**config.mk**
```make
export PLATFORM = sky130hd
export DESIGN_NAME = ram_arbiter
export DESIGN_NICKNAME = d
export VERILOG_FILES = /design/src/rtl/ram_arbiter.sv
export SDC_FILE = /design/constraint.sdc
export NUM_CORES = 1
export LEC_CHECK = 0
export BUFFER_PORTS_ARGS = -buffer_cell sky130_fd_sc_hd__buf_4
export CORE_MARGIN = 4
export CORE_UTILIZATION = 52
export DETAILED_ROUTE_END_ITERATION = 7
export PLACE_DENSITY_LB_ADDON = 0.25
export SETUP_SLACK_MARGIN = 0.1
export SLEW_MARGIN = 20
export SYNTH_ARGS = -nofsm -noshare
export SYNTH_HDL_FRONTEND = slang
export SYNTH_SLANG_ARGS = --single-unit
export TNS_END_PERCENT = 30
```
**constraint.sdc**
```tcl
create_clock -name clock -period 1.6 [get_ports clock]
set_input_delay 0.08 -clock clock [delete_from_list [all_inputs] [get_ports clock]]
set_output_delay 0.08 -clock clock [all_outputs]
set_load 0.005 [all_outputs]
```
**src/rtl/ram_arbiter.sv**
```systemverilog
// ram_arbiter: shares one single-port byte RAM between a video read port and
// a CPU read/write port. Video has fixed priority; each port holds at most
// one access from strobe acceptance until its ack.
// Each access is issued by registering ram_a/ram_d/ram_w. ram_q returns one
// clock later. A 2-entry owner/valid pipeline steers each returning byte to
// vq or cq, and raises the matching one-cycle ack.
//
// Ports:
//   clock, reset        single clock; synchronous active-high reset
//   vstb, va            video read strobe and byte address
//   vack, vq            video completion pulse and read data (held)
//   cstb, ca, cd, cw    CPU strobe, address, write data, type (1=write)
//   cack, cq            CPU completion pulse and data (held)
//   ram_a, ram_d, ram_w registered RAM address, write data, write enable
//   ram_q               RAM read data, valid one clock after ram_a
module ram_arbiter #(
  parameter int AW = 17
) (
  input  logic          clock,
  input  logic          reset,
  input  logic          vstb,
  input  logic [AW-1:0] va,
  output logic          vack,
  output logic [7:0]    vq,
  input  logic          cstb,
  input  logic [AW-1:0] ca,
  input  logic [7:0]    cd,
  input  logic          cw,
  output logic          cack,
  output logic [7:0]    cq,
  output logic [AW-1:0] ram_a,
  output logic [7:0]    ram_d,
  output logic          ram_w,
  input  logic [7:0]    ram_q
);

  typedef enum logic {
    OWN_VIDEO = 1'b0,
    OWN_CPU   = 1'b1
  } owner_t;

  // One slot of the return pipeline. A CPU write carries its byte so that
  // cq can echo it at ack time.
  typedef struct packed {
    logic       valid;
    owner_t     owner;
    logic       write;
    logic [7:0] wdata;
  } stage_t;

  stage_t s1;  // issued last edge; RAM is reading this cycle
  stage_t s2;  // ram_q holds this slot's data this cycle

  // Pending registers: accepted but not yet issued.
  logic          v_pend;
  logic [AW-1:0] v_pa;
  logic          c_pend;
  logic [AW-1:0] c_pa;
  logic [7:0]    c_pd;
  logic          c_pw;

  logic          v_busy, c_busy;
  logic          v_take, c_take;
  logic          v_cand, c_cand;
  logic          issue_v, issue_c;
  logic [AW-1:0] v_addr, c_addr;
  logic [7:0]    c_data;
  logic          c_write;

  // A port stays busy while its access is pending or in either pipeline slot.
  // The slot empties at the edge that raises the ack, so a new strobe is
  // accepted in the ack cycle itself.
  // NOTE: every always_comb output is given a default first so that no path
  // leaves a signal unassigned and infers a latch.
  always_comb begin
    v_busy  = 1'b0;
    c_busy  = 1'b0;
    v_take  = 1'b0;
    c_take  = 1'b0;
    v_cand  = 1'b0;
    c_cand  = 1'b0;
    issue_v = 1'b0;
    issue_c = 1'b0;
    v_addr  = va;
    c_addr  = ca;
    c_data  = cd;
    c_write = cw;

    v_busy = v_pend
           | (s1.valid & (s1.owner == OWN_VIDEO))
           | (s2.valid & (s2.owner == OWN_VIDEO));
    c_busy = c_pend
           | (s1.valid & (s1.owner == OWN_CPU))
           | (s2.valid & (s2.owner == OWN_CPU));

    v_take = vstb & ~v_busy;
    c_take = cstb & ~c_busy;

    v_cand = v_pend | v_take;
    c_cand = c_pend | c_take;

    // Fixed video priority. The CPU can lose at most once in a row, because
    // video stays busy for several cycles after it wins.
    issue_v = v_cand;
    issue_c = c_cand & ~v_cand;

    if (v_pend) begin
      v_addr = v_pa;
    end
    if (c_pend) begin
      c_addr  = c_pa;
      c_data  = c_pd;
      c_write = c_pw;
    end
  end

  // NOTE: all state is updated with non-blocking assignments. Every register
  // then sees pre-edge values, whatever order the statements appear in.
  always_ff @(posedge clock) begin
    if (reset) begin
      v_pend <= 1'b0;
      v_pa   <= '0;
      c_pend <= 1'b0;
      c_pa   <= '0;
      c_pd   <= 8'h00;
      c_pw   <= 1'b0;
      s1     <= '0;
      s2     <= '0;
      ram_a  <= '0;
      ram_d  <= 8'h00;
      ram_w  <= 1'b0;
      vack   <= 1'b0;
      vq     <= 8'h00;
      cack   <= 1'b0;
      cq     <= 8'h00;
    end else begin
      // Capture accepted strobes. The pending flag survives only for a
      // candidate that lost arbitration this cycle.
      if (v_take) begin
        v_pa <= va;
      end
      if (c_take) begin
        c_pa <= ca;
        c_pd <= cd;
        c_pw <= cw;
      end
      v_pend <= v_cand & ~issue_v;
      c_pend <= c_cand & ~issue_c;

      // Issue. ram_a/ram_d hold in idle cycles; ram_w is a single-cycle strobe.
      ram_w <= 1'b0;
      s1    <= '0;
      if (issue_v) begin
        ram_a <= v_addr;
        ram_d <= 8'h00;
        s1    <= '{valid: 1'b1, owner: OWN_VIDEO, write: 1'b0, wdata: 8'h00};
      end else if (issue_c) begin
        ram_a <= c_addr;
        ram_d <= c_data;
        ram_w <= c_write;
        s1    <= '{valid: 1'b1, owner: OWN_CPU, write: c_write, wdata: c_data};
      end

      s2 <= s1;

      // Return: ram_q belongs to s2's access during this cycle.
      vack <= s2.valid & (s2.owner == OWN_VIDEO);
      cack <= s2.valid & (s2.owner == OWN_CPU);
      if (s2.valid && s2.owner == OWN_VIDEO) begin
        vq <= ram_q;
      end
      if (s2.valid && s2.owner == OWN_CPU) begin
        cq <= s2.write ? s2.wdata : ram_q;
      end
    end
  end

endmodule

```
==> impl_metrics.py <==
metrics = {
    "synthesis": {
        "synthDistinctLibCells": 32,
        "synth-simple-area-share": 0.137,
        "synth-seq-cells": 92,
        "netlist_area_um2": 3580,
        "synth_fa_ha_area_frac": 0,
        "synth.most_common_cell": "dfxtp_1",
        "yosysTopAreaCell": "dfxtp_1",
        "synth_nets": 438,
        "synth.area.mux_share": 0.0949,
        "synth_compound_area_frac": 0.203,
        "async_flop_share": 0,
        "synth_top_family_by_area": "compound AO/OA/AOI/OAI gates",
        "syn_inst": 383,
        "synth_ff_type": "dfxtp_1",
        "synth_top_area_frac": 0.514,
        "syn_area_per_cell_um2": 9.36,
        "yosysWarnings": 0,
        "seq_area_frac_synth": 0.514,
        "synth_common_cells": "dfxtp_1, nand2_1, a21oi_1, mux2i_1, o21ai_1",
        "synth-xor-area-share": 0,
        "synth-edff-count": 0,
        "ys_top_cells_by_area": "dfxtp_1, mux2i_1, nand2_1",
    },
    "setup_path": {
        "cp.required_ns": 1.81,
        "path_max_fanout": 25,
        "r2r-end": "c_pw",
        "path_class": "register to register",
        "r2r_cells": 5,
        "arrival_ns": 1.67,
        "reg2reg_from": "s2[10]",
        "r2r_slack_ns": 0.15,
        "start_kind": "register",
        "worst_setup_path_end_kind": "register",
    },
    "flow_run": {
        "max_cap_violations": 0,
    },
    "floorplan": {
        "die_w_um": 91.0,
        "rows": 29,
        "top_level_ports": 99,
        "start_util": 0.549,
        "core_area_um2": 6530,
        "die_y_um": 91.0,
        "dieArea_um2": 8290,
    },
    "placement": {
        "place_congestion": 0.789,
        "place_hpwl_mm": 5.78,
        "io_buffers": 98,
        "placed_area_um2": 4390,
    },
    "clocking": {
        "clk_pin_slew_worst_paths_ns": 0.09,
        "post_cts.repair.setup_buffers": 0,
        "cts_sinks": 92,
        "htree_levels": 3,
        "cts_buffer_depth": 2,
        "clock_latency_ns": 0.36,
        "clockRootBuffer": "clkbuf_8",
        "cts_tree": "built",
        "cts_buffers": 9,
    },
    "run_status": {
        "status": "finished, final reports clean",
    },
    "grt": {
        "grt_antenna_before_repair": 0,
        "overflow": 0,
        "grt_max_degree": 54,
        "grt_pass1_wl_mm": 15.8,
        "grt_pass1_vias": 3185,
        "grt_usage": 0.231,
    },
    "sta": {
        "setup_tns_ns": 0,
        "setup_violations": 0,
        "fmax_mhz": 688,
        "rsz0062_at_grt": "true",
        "finalCritPeriodShare": 0.909,
        "fin_skew_ns": 0.0121,
        "worstMarginPinSlew_ns": 0.567,
        "slew_viol_final": 0,
        "period_minus_slack_ns": 1.45,
        "relSlewSlack": 0.622,
        "hold_viol_final": 0,
    },
    "min_path": {
        "hp-start": "vstb",
        "hold_depth": 3,
        "min_to": "c_pend",
        "hold_class": "input pin to register",
    },
    "layout": {
        "fin_util": 0.787,
        "area_growth_pct": 43.4,
        "drive_above_1_share": 0.281,
        "nNetsFinal": 583,
        "finalInstanceArea_um2": 5140,
    },
    "power": {
        "power_leakage_nw": 2.11,
        "total_power_mw": 5.10,
        "pwr_density_cell_nw_per_um2": 993,
        "peakVddDrop_mv": 0.626,
    },
    "drt": {
        "vias": 3351,
        "drtIter0Drc": 216,
        "wl_per_cell_um": 15.5,
        "wl_mm": 9.47,
        "drc": 0,
        "first_pass_iters": 5,
        "avgViaCountPerCell": 5.48,
        "final_antenna_net_count": 0,
    },
}
-- metal layers --
layer	GRT usage	share of wire	vias to the layer above
li1	-	-	1643
met1	0.307	0.44	1546
met2	0.367	0.47	144
met3	0.0595	0.073	18
met4	0.0779	0.018	0
met5	0	0	-
-- registers in the layout (all words and copies together) (netlist names), 8 cells and up --
signal,flops
c_pa,17
c_pd,8
cq,8
ram_a,17
ram_d,8
s1,11
s2,11
vq,8
-- layout make-up --
cell class                 count  area (µm²)
fill                         428        1390
timing repair buffer         166        1400
clock inverter                 7         103
antenna                        1        2.50
inverter                       2        10.0
clock buffer                   9         124
tap                           77        96.3
sequential                    92        1840
multi-input combinational    257        1560
-- placed cells by master, fill, tap and decap left out --
cell type | synthesis | layout
nand2b_4 | 2 | 2
and3_2 | 0 | 1
nand2_1 | 59 | 59
nand2_2 | 1 | 1
nand3_1 | 1 | 1
bufinv_16 | 0 | 2
dlygate4sd3_1 | 0 | 52
buf_4 | 4 | 112
a31oi_4 | 1 | 1
nand3_2 | 1 | 1
nor2_2 | 9 | 9
o21ai_4 | 1 | 1
o21ai_1 | 28 | 28
and4_1 | 1 | 1
and2_1 | 1 | 1
nor2_1 | 11 | 11
nand2_4 | 1 | 1
a211oi_1 | 8 | 8
nor3_1 | 1 | 1
diode_2 | 0 | 1
clkinvlp_4 | 0 | 1
inv_6 | 0 | 4
clkbuf_8 | 0 | 9
buf_12 | 0 | 2
nor2b_1 | 12 | 12
dfxtp_1 | 92 | 91
a32oi_1 | 17 | 17
and4b_1 | 1 | 1
a21oi_1 | 35 | 35
mux2i_1 | 34 | 34
a31oi_1 | 8 | 8
inv_4 | 1 | 1
o21ai_0 | 23 | 23
inv_2 | 1 | 1
dfxtp_2 | 0 | 1
-- what timing repair did --
| action | in CTS | in global routing |
|---|---|---|
| resized for setup | 0 | 1 |
| endpoints found under the setup margin | 0 | 19 |
| hold buffers | 52 | 0 |
| hold endpoints to repair | 67 | 0 |
-- worst max-delay path by stage --
stage            from        end  slack [ns]
3_3_place_gp   s2[10]  ram_a[10]        0.24
3_5_place_dp   s2[10]  ram_a[10]        0.16
2_1_floorplan  s2[10]      s1[0]        0.32
4_1_cts        s2[10]   ram_a[4]        0.14
6_report       s2[10]       c_pw        0.15
5_1_grt        s2[10]       c_pw        0.07
-- cells by family after synthesis --
| kind of cell | Yosys count |
|---|---|
| flip-flops | 92 |
| AND/OR/NAND/NOR | 102 |
| multiplexers | 34 |
| buffers and inverters | 34 |
| AO/OA/AOI/OAI | 121 |
-- through the flow --
| stage | setup slack (ns) | instances | hold WS (ns) |
|---|---|---|---|
| final | 0.146 | 611 | 0.0612 |
| after global routing | 0.0715 | 610 | 0.0568 |
| after global placement | 0.241 | 542 | 0.292 |
| after detailed placement | 0.159 | 542 | 0.300 |
| after floorplan | 0.323 | 383 | 0.205 |
| after CTS | 0.141 | 610 | 0.0452 |
-- worst max-delay path, stage by stage (launching register included) --
cell	delay, ns
dfxtp_1	0.36
nand2_2	0.12
nand3_2	0.27
buf_12	0.26
o21ai_0	0.18
a21oi_1	0.11
-- power breakdown --
| group | switching [mW] | internal, mW | leakage, nW |
|---|---|---|---|
| Combinational | 0.385 | 0.438 | 1.24 |
| Sequential | 0.0831 | 2.43 | 0.754 |
| Clock | 0.861 | 0.902 | 0.111 |
| Total | 1.33 | 3.77 | 2.11 |
No activity file was read; power rests on OpenSTA's default activity.
